## src/rtl/gray_seq_ctrl_pkg.sv

```systemverilog
// Shared definitions for the Gray-code sequencer.
//   state_t        : FSM state encoding (IDLE/RUN/DONE)
//   DIR_UP/DIR_DN  : encodings of the dir input
package gray_seq_ctrl_pkg;

  typedef enum logic [1:0] {
    IDLE = 2'd0,
    RUN  = 2'd1,
    DONE = 2'd2
  } state_t;

  localparam logic DIR_UP = 1'b0;
  localparam logic DIR_DN = 1'b1;

endpackage

```

## src/rtl/bin2gray_conv.sv

```systemverilog
// Binary to reflected-Gray converter, purely combinational.
//   bin  : binary input, WIDTH bits
//   gray : bin ^ (bin >> 1)
module bin2gray_conv #(
  parameter int WIDTH = 4
) (
  input  logic [WIDTH-1:0] bin,
  output logic [WIDTH-1:0] gray
);

  assign gray = bin ^ (bin >> 1);

endmodule

```

## src/rtl/gray_seq_ctrl.sv

```systemverilog
// Sequencer stepping a binary count from start_val toward limit (or free-running),
// presenting each value and its Gray code on a valid/ready stream.
//   clk, rst              : clock, synchronous active-high reset
//   start, stop           : begin a sequence (IDLE only) / abort a running one
//   dir, wrap             : count down when 1 / ignore limit when 1 (latched at start)
//   start_val, limit      : first value / last value when wrap=0 (latched at start)
//   out_ready             : consumer accepts the presented value
//   out_valid             : bin_out/gray_out carry a value to transfer
//   bin_out, gray_out     : registered count and its Gray code
//   busy                  : FSM in RUN
//   done                  : one-cycle pulse after the limit value was transferred
module gray_seq_ctrl
  import gray_seq_ctrl_pkg::*;
#(
  parameter int WIDTH = 4
) (
  input  logic             clk,
  input  logic             rst,
  input  logic             start,
  input  logic             stop,
  input  logic             dir,
  input  logic             wrap,
  input  logic [WIDTH-1:0] start_val,
  input  logic [WIDTH-1:0] limit,
  input  logic             out_ready,
  output logic             out_valid,
  output logic [WIDTH-1:0] bin_out,
  output logic [WIDTH-1:0] gray_out,
  output logic             busy,
  output logic             done
);

  localparam logic [WIDTH-1:0] ONE = WIDTH'(1);

  state_t           state, state_nxt;
  logic [WIDTH-1:0] bin_q, bin_nxt;
  logic [WIDTH-1:0] limit_q, limit_nxt;
  logic             dir_q, dir_nxt;
  logic             wrap_q, wrap_nxt;
  logic             xfer;

  // Next count value; natural modulo-2^WIDTH wrap in both directions.
  function automatic logic [WIDTH-1:0] step_count(input logic [WIDTH-1:0] cur,
                                                  input logic             d);
    return (d == DIR_UP) ? (cur + ONE) : (cur - ONE);
  endfunction

  assign xfer = (state == RUN) && out_ready;

  always_comb begin
    state_nxt = state;
    bin_nxt   = bin_q;
    limit_nxt = limit_q;
    dir_nxt   = dir_q;
    wrap_nxt  = wrap_q;
    unique case (state)
      IDLE: begin
        if (start && !stop) begin
          state_nxt = RUN;
          bin_nxt   = start_val;
          limit_nxt = limit;
          dir_nxt   = dir;
          wrap_nxt  = wrap;
        end
      end
      RUN: begin
        // The final value stays on bin_out; a stop during that transfer
        // suppresses the done pulse but the transfer itself still happened.
        if (xfer) begin
          if (!wrap_q && (bin_q == limit_q)) begin
            state_nxt = stop ? IDLE : DONE;
          end else begin
            bin_nxt = step_count(bin_q, dir_q);
          end
        end
        if (stop) begin
          state_nxt = IDLE;
        end
      end
      DONE: begin
        state_nxt = IDLE;
      end
      default: begin
        state_nxt = IDLE;
      end
    endcase
  end

  // State, count and configuration registers
  always_ff @(posedge clk) begin
    if (rst) begin
      state   <= IDLE;
      bin_q   <= '0;
      limit_q <= '0;
      dir_q   <= DIR_UP;
      wrap_q  <= 1'b0;
    end else begin
      state   <= state_nxt;
      bin_q   <= bin_nxt;
      limit_q <= limit_nxt;
      dir_q   <= dir_nxt;
      wrap_q  <= wrap_nxt;
    end
  end

  assign out_valid = (state == RUN);
  assign busy      = (state == RUN);
  assign done      = (state == DONE);
  assign bin_out   = bin_q;

  bin2gray_conv #(
    .WIDTH(WIDTH)
  ) u_bin2gray (
    .bin (bin_q),
    .gray(gray_out)
  );

endmodule

```

## config.mk

```make
export PLATFORM = sky130hd
export DESIGN_NAME = gray_seq_ctrl
export DESIGN_NICKNAME = d
export VERILOG_FILES = /design/src/rtl/gray_seq_ctrl_pkg.sv /design/src/rtl/bin2gray_conv.sv /design/src/rtl/gray_seq_ctrl.sv
export SDC_FILE = /design/constraint.sdc
export NUM_CORES = 1
export LEC_CHECK = 0
export ABC_CLOCK_PERIOD_IN_PS = 2000
export CAP_MARGIN = 20
export CELL_PAD_IN_SITES_DETAIL_PLACEMENT = 0
export CELL_PAD_IN_SITES_GLOBAL_PLACEMENT = 1
export CORE_ASPECT_RATIO = 0.7
export CORE_MARGIN = 2
export CORE_UTILIZATION = 32
export DETAILED_ROUTE_END_ITERATION = 7
export HOLD_SLACK_MARGIN = 0.08
export PLACE_DENSITY = 0.87
export RECOVER_POWER = 50
export SETUP_SLACK_MARGIN = 0.05
export SLEW_MARGIN = 20
export SYNTH_ARGS = -nofsm -noshare
export SYNTH_HDL_FRONTEND = slang
export SYNTH_SLANG_ARGS = --single-unit
export TNS_END_PERCENT = 50
```

## constraint.sdc

```tcl
create_clock -name clk -period 2 [get_ports clk]
set_input_delay 0.3 -clock clk [delete_from_list [all_inputs] [get_ports clk]]
set_output_delay 0.3 -clock clk [all_outputs]
set_load 0.05 [all_outputs]
```

# Word-level counts from Yosys, hierarchy flattened
# Cells that the tools add are included.
# totals
wordCells,36
output_inout_bits,11
ff_bits,12
input_bits,15
# op_classes
n_bitwise,1
eq_ne,8
add_sub_neg,2
reduce_logical,10
n_mux,10
# ops
operator,n
2-to-1 mux 4 bit,4
2-to-1 mux 2 bit,4
case mux 4 bit (2 select lines),1
"!= test 3 x 2 -> 1 bit, second input constant",2
"adder 4 x 1 -> 4 bit, second input constant",1
equality test 4 bit,1
"!= test 2 bit, second input constant",2
case mux 2 bit (2 select lines),1
AND reduction 4 bit,1
"subtractor 4 x 1 -> 4 bit, second input constant",1
XOR 4 x 3 -> 4 bit,1
logical AND 1 bit,3
AND reduction 3 bit,1
"equality test 2 x 1 -> 1 bit, second input constant",1
"equality test 2 bit, second input constant",1
logical NOT 1 bit,2
logical NOT 2 bit,1
"!= test 2 x 1 -> 1 bit, second input constant",1
AND reduction 2 bit,1
nonzero test 2 bit,1

# Depth between registers and ports, before layout
# depth
depth_word,6
depth_mapped,6
mapped_depth_nobuf,6

# Hierarchy
# A second synthesis with hierarchy kept.
# unflattened
cells_unflattened,87
area_unflattened_um2,735.7
# modules_own_cells
module,seq_area_each_um2,cells_each,instances,area_per_inst_um2
gray_seq_ctrl,240.2,83,1,701.9
bin2gray_conv,0.0,4,1,33.8

# Least setup slack after synthesis
# OpenSTA, ideal clock, no wires.
# synth_path
path_type,flip-flop to flip-flop
start,reg bin_q[0] (netlist: bin_out[0])
end,reg bin_q[2] (netlist: bin_out[2])
stages_incl_launch_ff,7
n_path_buf,0
period_less_slack_ns,1.926
setup_time_ns,0.121
slack_ns,0.074
t_required_ns,1.879
t_arrival_ns,1.805
cell_sequence,dfxtp_1 > inv_1 > fa_1 > xnor2_1 > nand2_1 > a21oi_1 > mux2_4
# synth_via
elab_chain_cells,5
# synth_rtl
item,line,text
from (decl),gray_seq_ctrl.sv:36,"logic [WIDTH-1:0] bin_q, bin_nxt;"
from (signal assigned),gray_seq_ctrl.sv:99,bin_q <= bin_nxt;
adder 4 x 1 -> 4 bit or subtractor 4 x 1 -> 4 bit (tied branches),gray_seq_ctrl.sv:45,return (d == DIR_UP) ? (cur + ONE) : (cur - ONE);
2-to-1 mux 4 bit,gray_seq_ctrl.sv:45,
2-to-1 mux 4 bit,gray_seq_ctrl.sv:70,if (!wrap_q && (bin_q == limit_q)) begin
2-to-1 mux 4 bit,gray_seq_ctrl.sv:69,if (xfer) begin
case mux 4 bit (2 select lines),gray_seq_ctrl.sv:56,unique case (state)
# Several ways; a longest one is shown, not always the timed one. The select of a mux whose other input is x is not followed.
# A chain may end at the register's enable or synchronous reset.

# Final worst setup path
# layout_path
start,reg state[1]
end,out done
# layout_via
elab_chain_cells,1
# layout_rtl
item,line,text
from (decl),gray_seq_ctrl.sv:35,"state_t state, state_nxt;"
from (signal assigned),gray_seq_ctrl.sv:98,state <= state_nxt;
equality test 2 bit,gray_seq_ctrl.sv:108,assign done = (state == DONE);
to (decl),gray_seq_ctrl.sv:30,output logic done
# Every way passes these cells.

==> impl_metrics.py <==
metrics = {
    "outcome": {
        "status": "finished clean",
    },
    "setup_path": {
        "crit_arrival_ps": 1560,
        "worstPathMaxFanout": 3,
        "crit_required_ps": 1700,
        "cp-end-kind": "primary output",
        "crit_path_start_kind": "register",
        "crit_type": "reg2out",
    },
    "yosys": {
        "synthTopCellsByArea": "dfxtp_1 (32%), mux2i_1 (9.2%), nor2_1 (5.9%)",
        "synth_top_cell_by_area": "dfxtp_1",
        "synth_cell_type_count": 33,
        "synth_warnings": 0,
        "synth_area_um2": 761,
        "synthesis.nets": 100,
        "syn_inst": 82,
        "ys_ff_latch": 12,
        "synth_top_area_share_pct": 31.6,
        "seq_area_frac_synth_pct": 31.6,
        "synth-async-reset-ratio_pct": 0,
        "synth_edf_count": 0,
        "syn_area_per_cell_um2": 9.28,
        "synth_ff_type": "dfxtp_1",
    },
    "timing": {
        "worst_slack_ps": 141,
        "fin_skew_ps": 3.18,
        "fin_crit_sh_pct": 93.0,
        "tns_ps": 0,
        "slew_violations": 0,
        "relSlewSlack_pct": 60.7,
        "rsz0062_at_grt": "false",
        "fmax_ghz": 0.538,
        "post-route-min-period_ps": 1860,
        "final-setup-viol-count": 0,
        "hold_violations": 0,
        "tightestPinTransition_ps": 592,
    },
    "floorplanning": {
        "fp.dieH_um": 44.8,
        "ios": 26,
        "dieArea_um2": 2790,
        "start_util_pct": 34.5,
        "fp.coreArea_um2": 2210,
        "rows": 14,
        "die_w_um": 62.3,
    },
    "global_route": {
        "grt_pass1_vias": 590,
        "grt_max_degree": 11,
        "gr-total-overflow": 0,
        "grt_usage_pct": 13.3,
        "antenna_found_initial": 0,
        "grt_pass1_wl_um": 2770,
    },
    "routing": {
        "detail-route-antenna-nets": 0,
        "wl_um": 1720,
        "via_count": 657,
        "drt-initial-drc-count": 34,
        "vias_per_cell": 4.53,
        "route.detailed.drc": 0,
        "wire_per_inst_um": 11.9,
        "drtPass1Iterations": 4,
    },
    "clock_tree": {
        "cts_root_buf": "clkbuf_4",
        "cts_tree": "built",
        "path_clk_slew_ps": 80,
        "cts_setup_buffers": 0,
        "postCtsHoldBufs": 0,
        "htree_levels": 1,
        "insertion_delay_ps": 270,
        "clock_sinks": 12,
        "cts.repair.resized": 1,
        "cts_buffer_depth": 2,
        "numCtsBuffers": 3,
    },
    "place": {
        "place_ws_ps": 121,
        "placed_cell_area_um2": 1050,
        "portBuffers": 25,
        "hpwl_um": 1420,
        "gp_congestion": 0.792,
    },
    "pwr": {
        "p_int_uw": 475,
        "switching_share_pct": 35.8,
        "p_per_area_nw_per_um2": 698,
        "pwr-share-seq_pct": 36.7,
        "clock_power_share_pct": 26.1,
        "power_frac_comb_pct": 37.2,
        "irDropWorstVdd_mv": 0.357,
        "p_leak_nw": 0.467,
        "switchingPower_uw": 265,
    },
    "job": {
        "cap_violations": 0,
    },
    "layout": {
        "postLayoutCoreUtil_pct": 48.0,
        "fillers": 242,
        "num_antenna_cells": 0,
        "area_growth_pct": 39.3,
        "layout.nets": 132,
        "fin_area_um2": 1060,
        "drive_above_1_share_pct": 18.6,
    },
    "hold_path": {
        "hp-class": "reg2reg",
    },
}
## logic make-up (layout without fill, tap and decap cells)
| kind of cell | count (synthesis) | after routing | share of synthesized area, % |
|---|---|---|---|
| simple gates | 27 | 27 | 20.4 |
| compound gates | 13 | 13 | 13.3 |
| flops | 12 | 12 | 31.6 |
| buf+inv | 10 | 41 | 7.24 |
| xor+xnor | 9 | 9 | 10.4 |
| mux | 8 | 8 | 11.2 |
| fa+ha+maj | 3 | 3 | 5.92 |
## cells in the final DEF (no fill, tap or decap), types with 2 or more instances in the layout
cell / count
inv_1: 5
a21oi_1: 4
xnor2_1: 4
xor2_1: 5
clkdlybuf4s50_1: 16
nand2b_1: 3
nand2_1: 3
nor2_1: 12
buf_4: 9
ha_1: 2
clkbuf_1: 3
mux2i_1: 7
dfxtp_1: 12
clkbuf_4: 3
nand3_1: 2
## final timing paths
kind | start | endpoint | slack (ps) | cells after the start
setup / recovery | state[1] | done | 140 | 2
hold / removal | limit_q[2] | limit_q[2] | 520 | 2
setup reg to reg | bin_out[2] | bin_out[3] | 320 | 5
hold reg to reg | limit_q[2] | limit_q[2] | 520 | 2
## flip-flops by register name, summed over array words and instances (netlist names)
| register | count |
|---|---|
| bin_out | 4 |
| dir_q | 1 |
| limit_q | 4 |
| state | 2 |
| wrap_q | 1 |
## worst max-delay path, stage by stage, from the launching register on
cell and delay, ps:
dfxtp_1 340, nor2b_1 130, clkdlybuf4s50_1 820
## per-stage QoR
step                std cells  hold WS, ps  total power [mW]
floorplan                  82          370             0.468
global placement          141          500             0.561
detailed placement        141          511             0.566
CTS                       145          529             0.762
global route              145          570             0.784
finish                    145          522             0.739
## cells in the mapped netlist, drive strengths merged (2+ instances only)
library cell	n
inv	6
o21ai	2
xnor2	4
a21o	2
buf	3
ha	2
xor2	5
nand3	3
nor2	12
nand2	3
a21oi	4
dfxtp	12
nand2b	3
mux2i	7
## power groups by stage
stage | combinational [mW] | clock, mW | sequential (mW)
after floorplan | 0.167 | 0 | 0.301
after global placement | 0.284 | 0 | 0.277
after detailed placement | 0.288 | 0 | 0.278
after CTS | 0.288 | 0.201 | 0.272
after global routing | 0.295 | 0.214 | 0.274
final | 0.275 | 0.193 | 0.272
## final cells by class
cell class	count	area (µm²)	share of cell area, %
clock buffer	4	36.3	3.42
inverter	6	25.0	2.36
multi-input combinational	60	455	43.0
sequential	12	240	22.7
tap	32	40.0	3.78
timing repair buffer	31	263	24.8
## per-layer routing
layer / share of wire, % / global-route usage, % / vias to the layer above
met5: 0 / 0 / -
li1: - / - / 343
met1: 54 / 19.2 / 293
met2: 39 / 18.0 / 19
met3: 6.6 / 5.24 / 2
met4: 0.41 / 4.00 / 0
Power figures use the tool's default switching activity.
==> patch (config.mk and constraints unchanged) <==
Encoding of `state_t`: now one-hot (3 bits for 3 states).
--- a/src/rtl/gray_seq_ctrl_pkg.sv
+++ b/src/rtl/gray_seq_ctrl_pkg.sv
@@ -4,8 +4,8 @@
 package gray_seq_ctrl_pkg;
 
-  typedef enum logic [1:0] {
-    IDLE = 2'd0,
-    RUN  = 2'd1,
-    DONE = 2'd2
+  typedef enum logic [2:0] {
+    IDLE = 3'b001,
+    RUN  = 3'b010,
+    DONE = 3'b100
   } state_t;
 
Formal check against the unedited RTL: same outputs for any inputs over 10 cycles, from zero or initial values and one cycle with rst high; not proved beyond that.
==> patch against the original RTL <==
Synthesized area rose by 7.9%. Critical path depth fell by 1. Wire length rose by 17%. Power rose by 10%. Global-route usage rose by 1.3 points. Design area rose by 7.9%. Sequential cell count rose by 1. Utilization fell by 1.1 points. Setup slack got worse by 0.028 ns.
==> patch: results (changes against the original RTL) <==
| Metric | Value |
|---|---|
| Status | completed (unchanged) |
| Met1 wire length | 1067 um (was 926 um) |
| CP Max Fanout | 6 (was 3) |
| Compound-Gate Fraction of Synth Area | 17.68% (was 13.32%) |
| Global-route usage over all layers | 14.57% (was 13.27%) |
| Crit path largest cell delay | 0.85 ns (was 0.82 ns) |
| Seq/Total Area, Yosys | 31.71% (was 31.58%) |
| Adder-cell share of the synthesized area | 5.488% (was 5.921%) |
| Max VDD drop | 0.3474 mV (was 0.3566 mV) |
| Final net count | 145 (was 132) |
| HPWL Detailed | 1558 um (was 1419 um) |
| Layout cells sized above 1 | 12.70% (was 18.58%) |
| Syn nets | 116 (was 100) |
| Yosys cell types | 38 (was 33) |
| Setup WS pre-CTS | 0.2318 ns (was 0.1210 ns) |
| XOR/XNOR share of the synthesized area | 9.604% (was 10.36%) |
| Final worst path period share | 94.34% (was 92.95%) |
| Worst Skew | 0.002093 ns (was 0.003178 ns) |
| First-pass GRT wire length | 3160 um (was 2766 um) |
| Relative slew slack | 58.73% (was 60.72%) |
| Largest net degree at the start of global routing | 17 (was 11) |
| Total wire length | 2013 um (was 1724 um) |
| Met3 wire length | 103 um (was 113 um) |
| Worst endpoint data arrival time | 1.59 ns (was 1.56 ns) |
| Syn Inst Count | 98 (was 82) |
| Vias per cell | 4.913 (was 4.531) |
==> patch: cell count changes in the layout (fill, tap and decap cells not counted), sizes merged, moves of 3 or more <==
cell,unedited run,this run
nand2,3,9
nor2,12,6
nand3,3,7
a21oi,4,12
buf,9,6
mux2i,7,2
inv,6,3
==> patch: cell type report <==
cell class | count | area [um^2]
clock buffer | 3 | 22.52
clock inverter | 1 | 5.005
multi-input combinational | 76 | 525.5
timing repair buffer | 29 | 270.3
inverter | 4 | 16.27
fill | 252 | 1296
tap | 34 | 42.54
sequential | 13 | 261.5
==> patch: path summary, 6_finish.rpt <==
check                           startpoint    endpoint  slack, ns  depth (start not counted)
worst max-delay path            bin_out[0]  bin_out[0]       0.11                          1
worst min-delay path            limit_q[1]  limit_q[1]       0.47                          2
worst max register to register  bin_out[1]  bin_out[2]       0.25                          4
worst min register to register  limit_q[1]  limit_q[1]       0.47                          2
==> patch: repair_timing <==
item / CTS / global route
setup buffers: 0 / 0
gates resized for setup: 0 / 1
endpoints found under the setup margin: 0 / 1
==> patch: layer usage <==
metal | track usage (%) | vias to the layer above
met5 | 0 | -
met4 | 6.383 | 0
met3 | 5.134 | 5
met2 | 19.17 | 19
met1 | 21.03 | 354
li1 | - | 408
==> patch: power breakdown <==
group,switching [mW],leakage (nW),internal (mW)
Combinational,0.196,0.302,0.131
Clock,0.0928,0.0177,0.0744
Sequential,0.0360,0.107,0.283
==> patch: metrics by stage <==
step	utilization, %	instance area (um^2)	cells	power, mW
3_5_place_dp	46.10	1125	156	0.6509
3_3_place_gp	46.10	1125	156	0.6456
4_1_cts	47.23	1152	160	0.8220
5_1_grt	46.87	1144	160	0.8619
2_1_floorplan	-	822.0	98	0.5388
6_report	46.87	1144	160	0.8138
==> patch: kinds of logic after synthesis <==
family          after synthesis
fa+ha+maj                     3
compound gates               22
xor+xnor                      9
flops                        13
mux                           3
simple gates                 39
buf+inv                       9
